===== src/rtl/snow_pkg.sv =====
// Shared definitions for the 4-bit SNOW-style FSM: state encoding, INIT length and S-box table.
package snow_pkg;

  typedef enum logic [1:0] {
    ST_IDLE = 2'd0,
    ST_INIT = 2'd1,
    ST_RUN  = 2'd2
  } state_t;

  localparam int INIT_CYCLES_DEF = 32;

  // Packed table: element [i] is SBOX(i); the literal lists index 15 first.
  localparam logic [15:0][3:0] SBOX_TABLE = {
    4'h2, 4'h1, 4'h7, 4'h4, 4'h8, 4'hF, 4'hE, 4'h3,
    4'hD, 4'hA, 4'h0, 4'h9, 4'hB, 4'h6, 4'h5, 4'hC
  };

endpackage


===== src/rtl/snow_sbox4.sv =====
// Purely combinational 4-bit S-box lookup.
module snow_sbox4
  import snow_pkg::*;
(
  input  logic [3:0] a_i,
  output logic [3:0] y_o
);

  assign y_o = SBOX_TABLE[a_i];

endmodule


===== src/rtl/snow_fsm_4.sv =====
// Control FSM and R1/R2 nonlinear mixer of a 16-stage 4-bit SNOW-style keystream generator.
module snow_fsm_4
  import snow_pkg::*;
#(
  parameter int INIT_CYCLES = INIT_CYCLES_DEF
) (
  input  logic       clk,
  input  logic       reset,
  input  logic       start,
  input  logic       stop,
  input  logic [3:0] s0,
  input  logic [3:0] s5,
  input  logic [3:0] s15,
  input  logic       ks_ready,
  output logic       lfsr_enable,
  output logic       init_mode,
  output logic [3:0] fb_mix,
  output logic [3:0] ks_data,
  output logic       ks_valid,
  output logic       busy
);

  localparam int CNT_W = (INIT_CYCLES > 1) ? $clog2(INIT_CYCLES) : 1;
  localparam logic [CNT_W-1:0] CNT_LAST = CNT_W'(INIT_CYCLES - 1);

  state_t           state_q, state_d;
  logic [3:0]       r1_q, r1_d;
  logic [3:0]       r2_q, r2_d;
  logic [CNT_W-1:0] cnt_q, cnt_d;
  logic [3:0]       ks_data_q, ks_data_d;
  logic             ks_valid_q, ks_valid_d;

  logic [3:0] f_w;
  logic [3:0] z_w;
  logic [3:0] sbox_r1_w;
  logic       en_w;

  snow_sbox4 u_sbox (
    .a_i (r1_q),
    .y_o (sbox_r1_w)
  );

  assign f_w = (s15 + r1_q) ^ r2_q;
  assign z_w = f_w ^ s0;

  // stop suppresses the shift in the cycle it is seen.
  always_comb begin
    en_w = 1'b0;
    if (!stop) begin
      unique case (state_q)
        ST_INIT: en_w = 1'b1;
        ST_RUN:  en_w = !ks_valid_q || ks_ready;
        default: en_w = 1'b0;
      endcase
    end
  end

  always_comb begin
    state_d    = state_q;
    r1_d       = r1_q;
    r2_d       = r2_q;
    cnt_d      = cnt_q;
    ks_data_d  = ks_data_q;
    ks_valid_d = ks_valid_q;
    unique case (state_q)
      ST_IDLE: begin
        if (start && !stop) begin
          state_d = ST_INIT;
          r1_d    = 4'h0;
          r2_d    = 4'h0;
          cnt_d   = '0;
        end
      end
      ST_INIT: begin
        if (stop) begin
          state_d    = ST_IDLE;
          ks_valid_d = 1'b0;
        end else begin
          r1_d  = r2_q + s5;
          r2_d  = sbox_r1_w;
          cnt_d = cnt_q + 1'b1;
          if (cnt_q == CNT_LAST) state_d = ST_RUN;
        end
      end
      ST_RUN: begin
        if (stop) begin
          state_d    = ST_IDLE;
          ks_valid_d = 1'b0;
        end else if (en_w) begin
          ks_data_d  = z_w;
          ks_valid_d = 1'b1;
          r1_d       = r2_q + s5;
          r2_d       = sbox_r1_w;
        end
      end
      default: state_d = ST_IDLE;
    endcase
  end

  always_ff @(posedge clk) begin
    if (reset) begin
      state_q    <= ST_IDLE;
      r1_q       <= 4'h0;
      r2_q       <= 4'h0;
      cnt_q      <= '0;
      ks_data_q  <= 4'h0;
      ks_valid_q <= 1'b0;
    end else begin
      state_q    <= state_d;
      r1_q       <= r1_d;
      r2_q       <= r2_d;
      cnt_q      <= cnt_d;
      ks_data_q  <= ks_data_d;
      ks_valid_q <= ks_valid_d;
    end
  end

  assign lfsr_enable = en_w;
  assign init_mode   = (state_q == ST_INIT);
  assign busy        = (state_q != ST_IDLE);
  assign fb_mix      = f_w;
  assign ks_data     = ks_data_q;
  assign ks_valid    = ks_valid_q;

endmodule


===== config.mk =====
export PLATFORM = sky130hd
export DESIGN_NAME = snow_fsm_4
export DESIGN_NICKNAME = d
export VERILOG_FILES = /design/src/rtl/snow_pkg.sv /design/src/rtl/snow_sbox4.sv /design/src/rtl/snow_fsm_4.sv
export SDC_FILE = /design/constraint.sdc
export NUM_CORES = 1
export LEC_CHECK = 0
export BUFFER_PORTS_ARGS = -buffer_cell sky130_fd_sc_hd__clkbuf_2
export CAP_MARGIN = 20
export CORE_MARGIN = 1.5
export CORE_UTILIZATION = 50
export CTS_CLUSTER_DIAMETER = 200
export DETAILED_ROUTE_END_ITERATION = 8
export PLACE_DENSITY = 0.75
export SLEW_MARGIN = 10
export SYNTH_ARGS = -nofsm -noshare
export SYNTH_HDL_FRONTEND = slang
export SYNTH_SLANG_ARGS = --single-unit

===== constraint.sdc =====
create_clock -name clk -period 3.3 [get_ports clk]
set_clock_uncertainty 0.1 [all_clocks]
set_input_delay 0 -clock clk [delete_from_list [all_inputs] [get_ports clk]]
set_output_delay 0 -clock clk [all_outputs]
set_load 0.03 [all_outputs]

### Word-level counts from Yosys, hierarchy flattened

Memories as Yosys holds them, arrays and structs flattened. A register that Yosys moved wholly into a read port is not among the register bits.
Index checks and enable logic that the tools add are counted.

* bits in registers: 20
* bits in read-only memories: 64
* input bits: 17
* output and inout port bits: 12
* logic and storage cells: 65
* memories: 1

Memories
* (no name shown): depth 16, width 4, rd ports 1, clocked after memory_dff 1, wr ports 0, RTL line snow_sbox4.sv:9 `assign y_o = SBOX_TABLE[a_i];`

* add/sub/neg operators: 3
* magnitude comparators: 1
* equality and inequality tests: 11
* muxes and demuxes: 26
* bitwise operators: 3
* reduce and logical (&&, ||, !) cells: 14

Operators with widths (number)
* two-way mux 4 bit: 10
* one-hot mux 4 bit (3 select lines): 2
* != test 2 bit, second input constant: 6
* AND reduction 3 bit: 4
* two-way mux 5 bit: 2
* one-hot mux 5 bit (2 select lines): 1
* adder 4 bit: 2
* two-way mux 2 bit: 4
* XOR 4 bit: 2
* one-hot mux 2 bit (3 select lines): 1
* nonzero test 2 bit: 3
* adder 5 x 1 -> 5 bit, second input constant: 1
* equality test 5 bit, second input constant: 1
* < comparator 4 x 5 -> 1 bit, second input constant: 1
* AND reduction 5 bit: 1
* two-way mux 1 bit: 4
* one-hot mux 1 bit (2 select lines): 2
* != test 3 x 2 -> 1 bit, second input constant: 1
* != test 3 bit, second input constant: 1
* nonzero test 3 bit: 1
* equality test 2 x 1 -> 1 bit, second input constant: 1
* equality test 2 bit, second input constant: 1
* logical NOT 1 bit: 2
* logical NOT 2 bit: 1
* 3 further kinds: 3

### Depth between registers and ports, before layout

Gate-level depths: netlist (run 1).

* depth in word-level cells: 9
* gate-level depth with buffers: 13
* depth with buffers taken out: 12

### Modules after synthesis

Synthesis (run 1) repeated with hierarchy kept, for this count alone.

* cell total of the unflattened synthesis: 165
* area total of the unflattened synthesis: 1517.7 um^2

By module, submodules not included
* snow_fsm_4: instances 1, cells an instance 147, area an instance 1338.8 um^2, seq. area each 400.4 um^2
* snow_sbox4: instances 1, cells an instance 18, area an instance 178.9 um^2, seq. area each 0.0 um^2

### Worst setup path after synthesis (run 1)

No wires, ideal clock.

* path type: reg2reg
* from: register state_q[1]
* to: register sbox_r1_w[0] (netlist name)
* library setup time: 0.134 ns
* data arrival time: 3.201 ns
* required time: 3.066 ns
* setup slack: -0.135 ns
* cell stages (with the launch flop): 12
* path buffers: 0
* period minus slack after synthesis: 3.435 ns
* cell sequence: dfxtp_1 -> inv_1 -> ha_1 -> nor2_1 -> a22o_1 -> nor4_1 -> nand3_1 -> a21oi_1 -> inv_1 -> ha_1 -> or2_2 -> mux4_2

RTL lines
* start, declared: RTL line snow_fsm_4.sv:26 `state_t state_q, state_d;`
* start signal, assigned: RTL line snow_fsm_4.sv:109 `state_q <= state_d;`

==> results of run 1 <==
[worst register-to-register path, stage by stage, from the launching register on]
cell      delay [ps]
dfxtp_1          370
inv_1            130
ha_2             260
nand2b_1          70
a22o_1           280
or4_4            550
buf_4            200
nand2_1           90
a21oi_1          100
inv_1            110
ha_1             120
inv_1             50
or4_1            490
o211a_1          130
[placed cells by master (no fill, tap or decap), types with 3 or more instances in the layout]
cell type,Yosys,routed
clkbuf_2,0,28
dfxtp_1,24,24
inv_1,21,21
nor2_1,20,19
a21oi_1,16,15
ha_1,18,15
nand2_1,14,14
xor2_1,9,9
mux2i_1,8,8
xnor2_1,7,7
nand3_1,6,6
dlygate4sd3_1,0,6
nand2b_1,4,4
a21o_1,4,4
buf_4,0,4
ha_2,0,3
clkbuf_4,0,3
[Yosys cell counts (3+ instances only)]
| library cell | n | area (um^2) |
|---|---|---|
| a21oi_1 | 16 | 80.1 |
| xnor2_1 | 7 | 61.3 |
| clkbuf_1 | 3 | 11.3 |
| xor2_1 | 9 | 78.8 |
| nand2b_1 | 4 | 25.0 |
| dfxtp_1 | 24 | 480 |
| nand3_1 | 6 | 30.0 |
| a21o_1 | 4 | 30.0 |
| nor2_1 | 20 | 75.1 |
| inv_1 | 21 | 78.8 |
| nand2_1 | 14 | 52.6 |
| ha_1 | 18 | 225 |
| mux2i_1 | 8 | 80.1 |
[area by class of cell]
| type | instances | share of cell area (%) |
|---|---|---|
| inverters | 21 | 3.95 |
| repair buffers | 38 | 11.6 |
| multi-input cells | 140 | 55.8 |
| clock buffers | 4 | 1.82 |
| flip-flops and latches | 24 | 24.1 |
| well taps | 44 | 2.76 |
[flip-flops by register name, indices dropped and copies added, names as in the netlist]
register / flops
r1_q: 4
sbox_r1_w: 4
r2_q: 4
cnt_q: 5
state_q: 2
ks_valid: 1
ks_data: 4
[repair_timing]
| item | CTS | global route |
|---|---|---|
| gates resized for setup | 0 | 8 |
| hold buffers | 6 | 0 |
| hold endpoints to repair | 6 | 0 |
| endpoints found under the setup margin | 0 | 2 |
[per-stage QoR]
stage | area, um^2 | power (uW) | hold WS (ps)
6_report | 1990 | 836 | 70.4
5_1_grt | 1990 | 893 | 69.0
2_1_floorplan | 1670 | 591 | -4.91
3_3_place_gp | 1860 | 664 | 270
4_1_cts | 1960 | 828 | 51.8
3_5_place_dp | 1860 | 667 | 266
[metal layers]
layer	wire, um	share of wire (%)	track usage, %
met1	1580	48	25.3
met3	145	4.3	1.92
met4	50	1.5	8.39
met5	0	0	0
met2	1550	47	31.2
[cells by family after synthesis]
logic type               count (synthesis)  synth area share, %
AO/OA/AOI/OAI                           36                 15.2
XOR/XNOR                                16                 8.47
adder cells (fa/ha/maj)                 20                 16.0
buffers and inverters                   26                 6.80
flip-flops                              24                 29.0
multiplexers                            11                 7.56
AND/OR/NAND/NOR                         57                 16.9
[power by group through the flow]
stage                     logic [uW]  registers (uW)  clock network (uW)
after floorplan                  263             328                   0
after CTS                        341             326                 161
after global placement           332             332                   0
after detailed placement         334             332                   0
final                            353             326                 157
after global routing             389             329                 175
[worst max path at each step]
stage              endpoint  slack, ps  cells after the start
2_1_floorplan  sbox_r1_w[0]         70                     11
5_1_grt        sbox_r1_w[0]       -0.2                     10
3_3_place_gp   sbox_r1_w[0]        130                     11
6_report       sbox_r1_w[2]        170                     13
3_5_place_dp   sbox_r1_w[0]         60                     11
4_1_cts        sbox_r1_w[0]         30                     11
==> summary.txt, run 1 <==
CTS
  • Clock Latency Late Sink: 310 ps
  • CTS clk-pin slew, worst paths: 130 ps
  • Postcts setup bufs: 0
  • Clk sink count: 24
  • Max Root-Sink Buffers: 2
  • CTS buffer count: 3
  • H-tree depth: 1
  • Clk root buf: clkbuf_4
  • CTS tree: done

Pwr
  • Reg power frac: 39.0%
  • Combinational Power Share: 42.2%
  • Sw power: 317 uW
  • Clock share of power: 18.8%
  • Switching share of total power: 37.9%
  • Power per cell area: 419 nW/um^2
  • Power Internal: 519 uW
  • Pleak: 0.000912 uW
  • VDD IR max: 0.199 mV

Setup path
  • Crit end category: register
  • Critical Path Start Type: register
  • Crit path from: state_q[0]
  • Reg2reg setup slack: 170 ps
  • Most used cell, CP: inv_1
  • Delay-heaviest family, CP: simple AND/OR/NAND/NOR gates
  • Reg2reg end: sbox_r1_w[2]
  • Worst path buffer plus inverter count: 4
  • FF-to-FF Start: state_q[0]
  • Slowest-stage cell, CP: or4_4
  • Crit Path Class: register to register
  • Crit path cell chain: inv_1 > ha_2 > nand2b_1 > a22o_1 > or4_4 > buf_4 > nand2_1 > a21oi_1 > inv_1 > ha_1 > inv_1 > or4_1 > o211a_1
  • Max stage delay on crit path: 550 ps
  • CP required: 3420 ps
  • CP Data Arrival Time: 3260 ps
  • Crit-path max FO: 10
  • R2R cell count: 13

Die
  • Initial Util: 53.3%
  • I/O pin cnt: 29
  • Die H: 60.5 um
  • Die Wd: 60.5 um
  • Die ar.: 3670 um^2
  • Core Footprint: 3100 um^2
  • Site Rows: 20

Finish
  • # diodes: 0
  • Filler cells: 277
  • Final core utilization: 64.2%
  • Multi-input gate area: 1110 um^2
  • Area grow syn2layout: 20.4%
  • Seq. cell area: 480 um^2
  • Number of non-filler instances in the completed layout: 271
  • Nets: 265
  • Layout cells sized above 1: 22.5%

Placement
  • Post-Place Cells: 261
  • Routability cong.: 0.806
  • DP HPWL: 2.57 mm
  • Pre-CTS setup slack: 60.7 ps
  • Port bufs: 28

Timing
  • Setup_tns: 0 ps
  • Setup-failing EPs final: 0
  • Final Cycle Share: 94.9%
  • Tmin final: 3130 ps
  • Slew Limit Fails: 0
  • Tightest Pin Transition: 550 ps
  • Headroom to the max-slew limit: 63.0%
  • Setup WS post-layout: 169 ps
  • Fmax: 319 MHz
  • Fin. Hold Viols: 0

GRT
  • Pin count of the biggest net entering global routing: 25
  • Initial antenna violation count: 0
  • Grt total ovfl: 0
  • First-pass GRT wire length: 5.19 mm
  • Vias in the first global route: 1,234
  • Total GRT Usage: 19.0%

Yosys
  • Post-synth ARST share: 0%
  • Syn nets: 227
  • Post-synth EDFFs: 0
  • Synthesized flop and latch total: 24
  • Synth cell types: 42
  • Synth Warn #: 0
  • Mean post-synth cell area: 8.71 um^2
  • Post-synth top flop: dfxtp_1
  • Cell area after synthesis: 1660 um^2
  • Mapped Cells: 190
  • Sequential area share after synthesis: 29.0%

Route
  • Avg WL per Cell: 12.3 um
  • First-pass DRT Iterations: 4
  • DRT iter0 DRCs: 39
  • Final ANT Viol Nets: 0
  • Routed WL: 3.33 mm
  • Residual DRC: 0
  • Vias after detailed routing: 1,404
  • Vias/cell: 5.18

Status
  • Status: finished, final reports clean

Min path
  • Worst Hold Class: primary input to register
  • Worst Hold Path EP: r1_q[0]
  • Hold path depth: 4
  • Min-Delay Startpoint: s5[0]

Job
  • Max cap viols: 0
Power figures use the tool's default switching activity.
==> inputs of run 2 (changes only) <==
--- a/constraint.sdc
+++ b/constraint.sdc
@@ -4,2 +4,2 @@
 set_output_delay 0 -clock clk [all_outputs]
-set_load 0.03 [all_outputs]
+set_load 0.02 [all_outputs]
==> summary.txt, run 2 (synthesis results as in run 1) <==
Route
  • First-pass DRT Iterations: 4
  • Final ANT Viol Nets: 0
  • Vias/cell: 5.25
  • Routed WL: 3.45 mm
  • DRT iter0 DRCs: 61
  • Vias after detailed routing: 1,434
  • Avg WL per Cell: 12.6 um
  • Residual DRC: 0

Pwr
  • Pleak: 0.000925 uW
  • VDD IR max: 0.192 mV
  • Power per cell area: 443 nW/um^2

CTS
  • CTS tree: done
  • Clk root buf: clkbuf_4
  • Clock Latency Late Sink: 330 ps
  • Max Root-Sink Buffers: 2
  • H-tree depth: 1
  • CTS clk-pin slew, worst paths: 150 ps
  • Postcts setup bufs: 0
  • Clk sink count: 24
  • CTS buffer count: 3

GRT
  • First-pass GRT wire length: 5.58 mm
  • Total GRT Usage: 20.3%
  • Grt total ovfl: 0
  • Initial antenna violation count: 0
  • Pin count of the biggest net entering global routing: 25
  • Vias in the first global route: 1,369

Setup path
  • Crit Path Class: register to register
  • Most used cell, CP: inv_1
  • Crit path cell chain: inv_1 > ha_2 > nor2_1 > a22o_1 > or4_4 > buf_4 > nand2_1 > a21oi_2 > inv_1 > ha_1 > inv_1 > or4_1 > o211a_1
  • CP required: 3430 ps
  • Slowest-stage cell, CP: or4_4
  • Critical Path Start Type: register
  • CP Data Arrival Time: 3260 ps
  • Crit-path max FO: 10
  • Crit end category: register
  • Max stage delay on crit path: 530 ps

Finish
  • Seq. cell area: 480 um^2
  • Nets: 267
  • Max reg flops: 5
  • Layout cells sized above 1: 22.7%
  • Area grow syn2layout: 20.7%
  • Multi-input gate area: 1090 um^2
  • Filler cells: 273
  • Most frequent cells in the layout: clkbuf_2, dfxtp_1, inv_1
  • Commonest non-fill, non-tap cell in the layout: clkbuf_2
  • Number of non-filler instances in the completed layout: 273
  • Largest Register: cnt_q
  • # diodes: 0

Timing
  • Tightest Pin Transition: 515 ps
  • Fmax: 320 MHz
  • Headroom to the max-slew limit: 65.4%
  • Slew Limit Fails: 0
  • RSZ-0062 raised after global routing: false
  • Fin. Hold Viols: 0
  • Final Cycle Share: 94.8%
  • Setup_tns: 0 ps
  • Tmin final: 3130 ps
  • Setup-failing EPs final: 0

Placement
  • Routability cong.: 0.839
  • Port bufs: 28
  • DP HPWL: 2.59 mm
  • Post-Place Cells: 263

Min path
  • Worst Hold Class: primary input to register

Die
  • I/O pin cnt: 29
  • Initial Util: 53.3%
  • Die Wd: 60.5 um
  • Die H: 60.5 um
  • Site Rows: 20
  • Die ar.: 3670 um^2
  • Core Footprint: 3100 um^2

Status
  • Status: finished, final reports clean

Job
  • Max cap viols: 0
## run 2: cell count changes in the layout (fill, tap and decap cells not counted), sizes merged
| cell | delta |
|---|---|
| bufinv | +1 |
| clkbuf | -1 |
| buf | +2 |
## run 2: through the flow
step | hold slack [ps] | power (uW) | utilization (%) | instance area [um^2] | setup slack [ps]
floorplan | -4.91 | 571 | - | 1660 | 18.2
global placement | 269 | 652 | 60.2 | 1870 | 205
detailed placement | 266 | 654 | 60.2 | 1870 | 145
CTS | 15.8 | 881 | 63.8 | 1980 | 108
global route | 102 | 935 | 64.4 | 2000 | 20.6
finish | 63.1 | 885 | 64.4 | 2000 | 170
## run 2: final timing paths
kind	end	cells after the start	startpoint	slack (ps)
max	sbox_r1_w[2]	13	state_q[1]	170
min	r1_q[0]	4	s5[0]	60
max reg2reg	sbox_r1_w[2]	13	state_q[1]	170
min reg2reg	r2_q[1]	2	sbox_r1_w[1]	370
## run 2: final cells by class
| class | instances | share of cell area (%) |
|---|---|---|
| Clock buffer | 3 | 1.13 |
| Clock inverter | 1 | 1.50 |
| Inverter | 21 | 3.94 |
| Multi-Input combinational cell | 140 | 54.4 |
| Sequential cell | 24 | 24.0 |
| Tap cell | 44 | 2.76 |
| Timing Repair Buffer | 40 | 12.3 |
## run 2: report_power, final
part	total [uW]	switching (uW)	internal [uW]
clock network	221	98.0	123
logic	338	193	144
registers	326	15.2	311
## run 2: critical path, delay by kind of cell, from the launching register on
kind	cells	cell delay, ps
adder cells (fa/ha/maj)	2	380
AO/OA/AOI/OAI	3	480
AND/OR/NAND/NOR	4	1200
flip-flops	1	380
buffers and inverters	4	480
## run 2: timing repair
action,CTS,global route
hold buffers,6,0
endpoints found under the hold margin,6,0
resized for setup,0,6
endpoints found under the setup margin,0,2
## run 2: metal layers
metal	up-vias	GRT usage (%)	part of all wire (%)
li1	729	-	-
met1	670	24.6	47
met2	30	35.6	48
met3	5	1.49	2.9
met4	0	11.5	2.0
met5	-	0	0
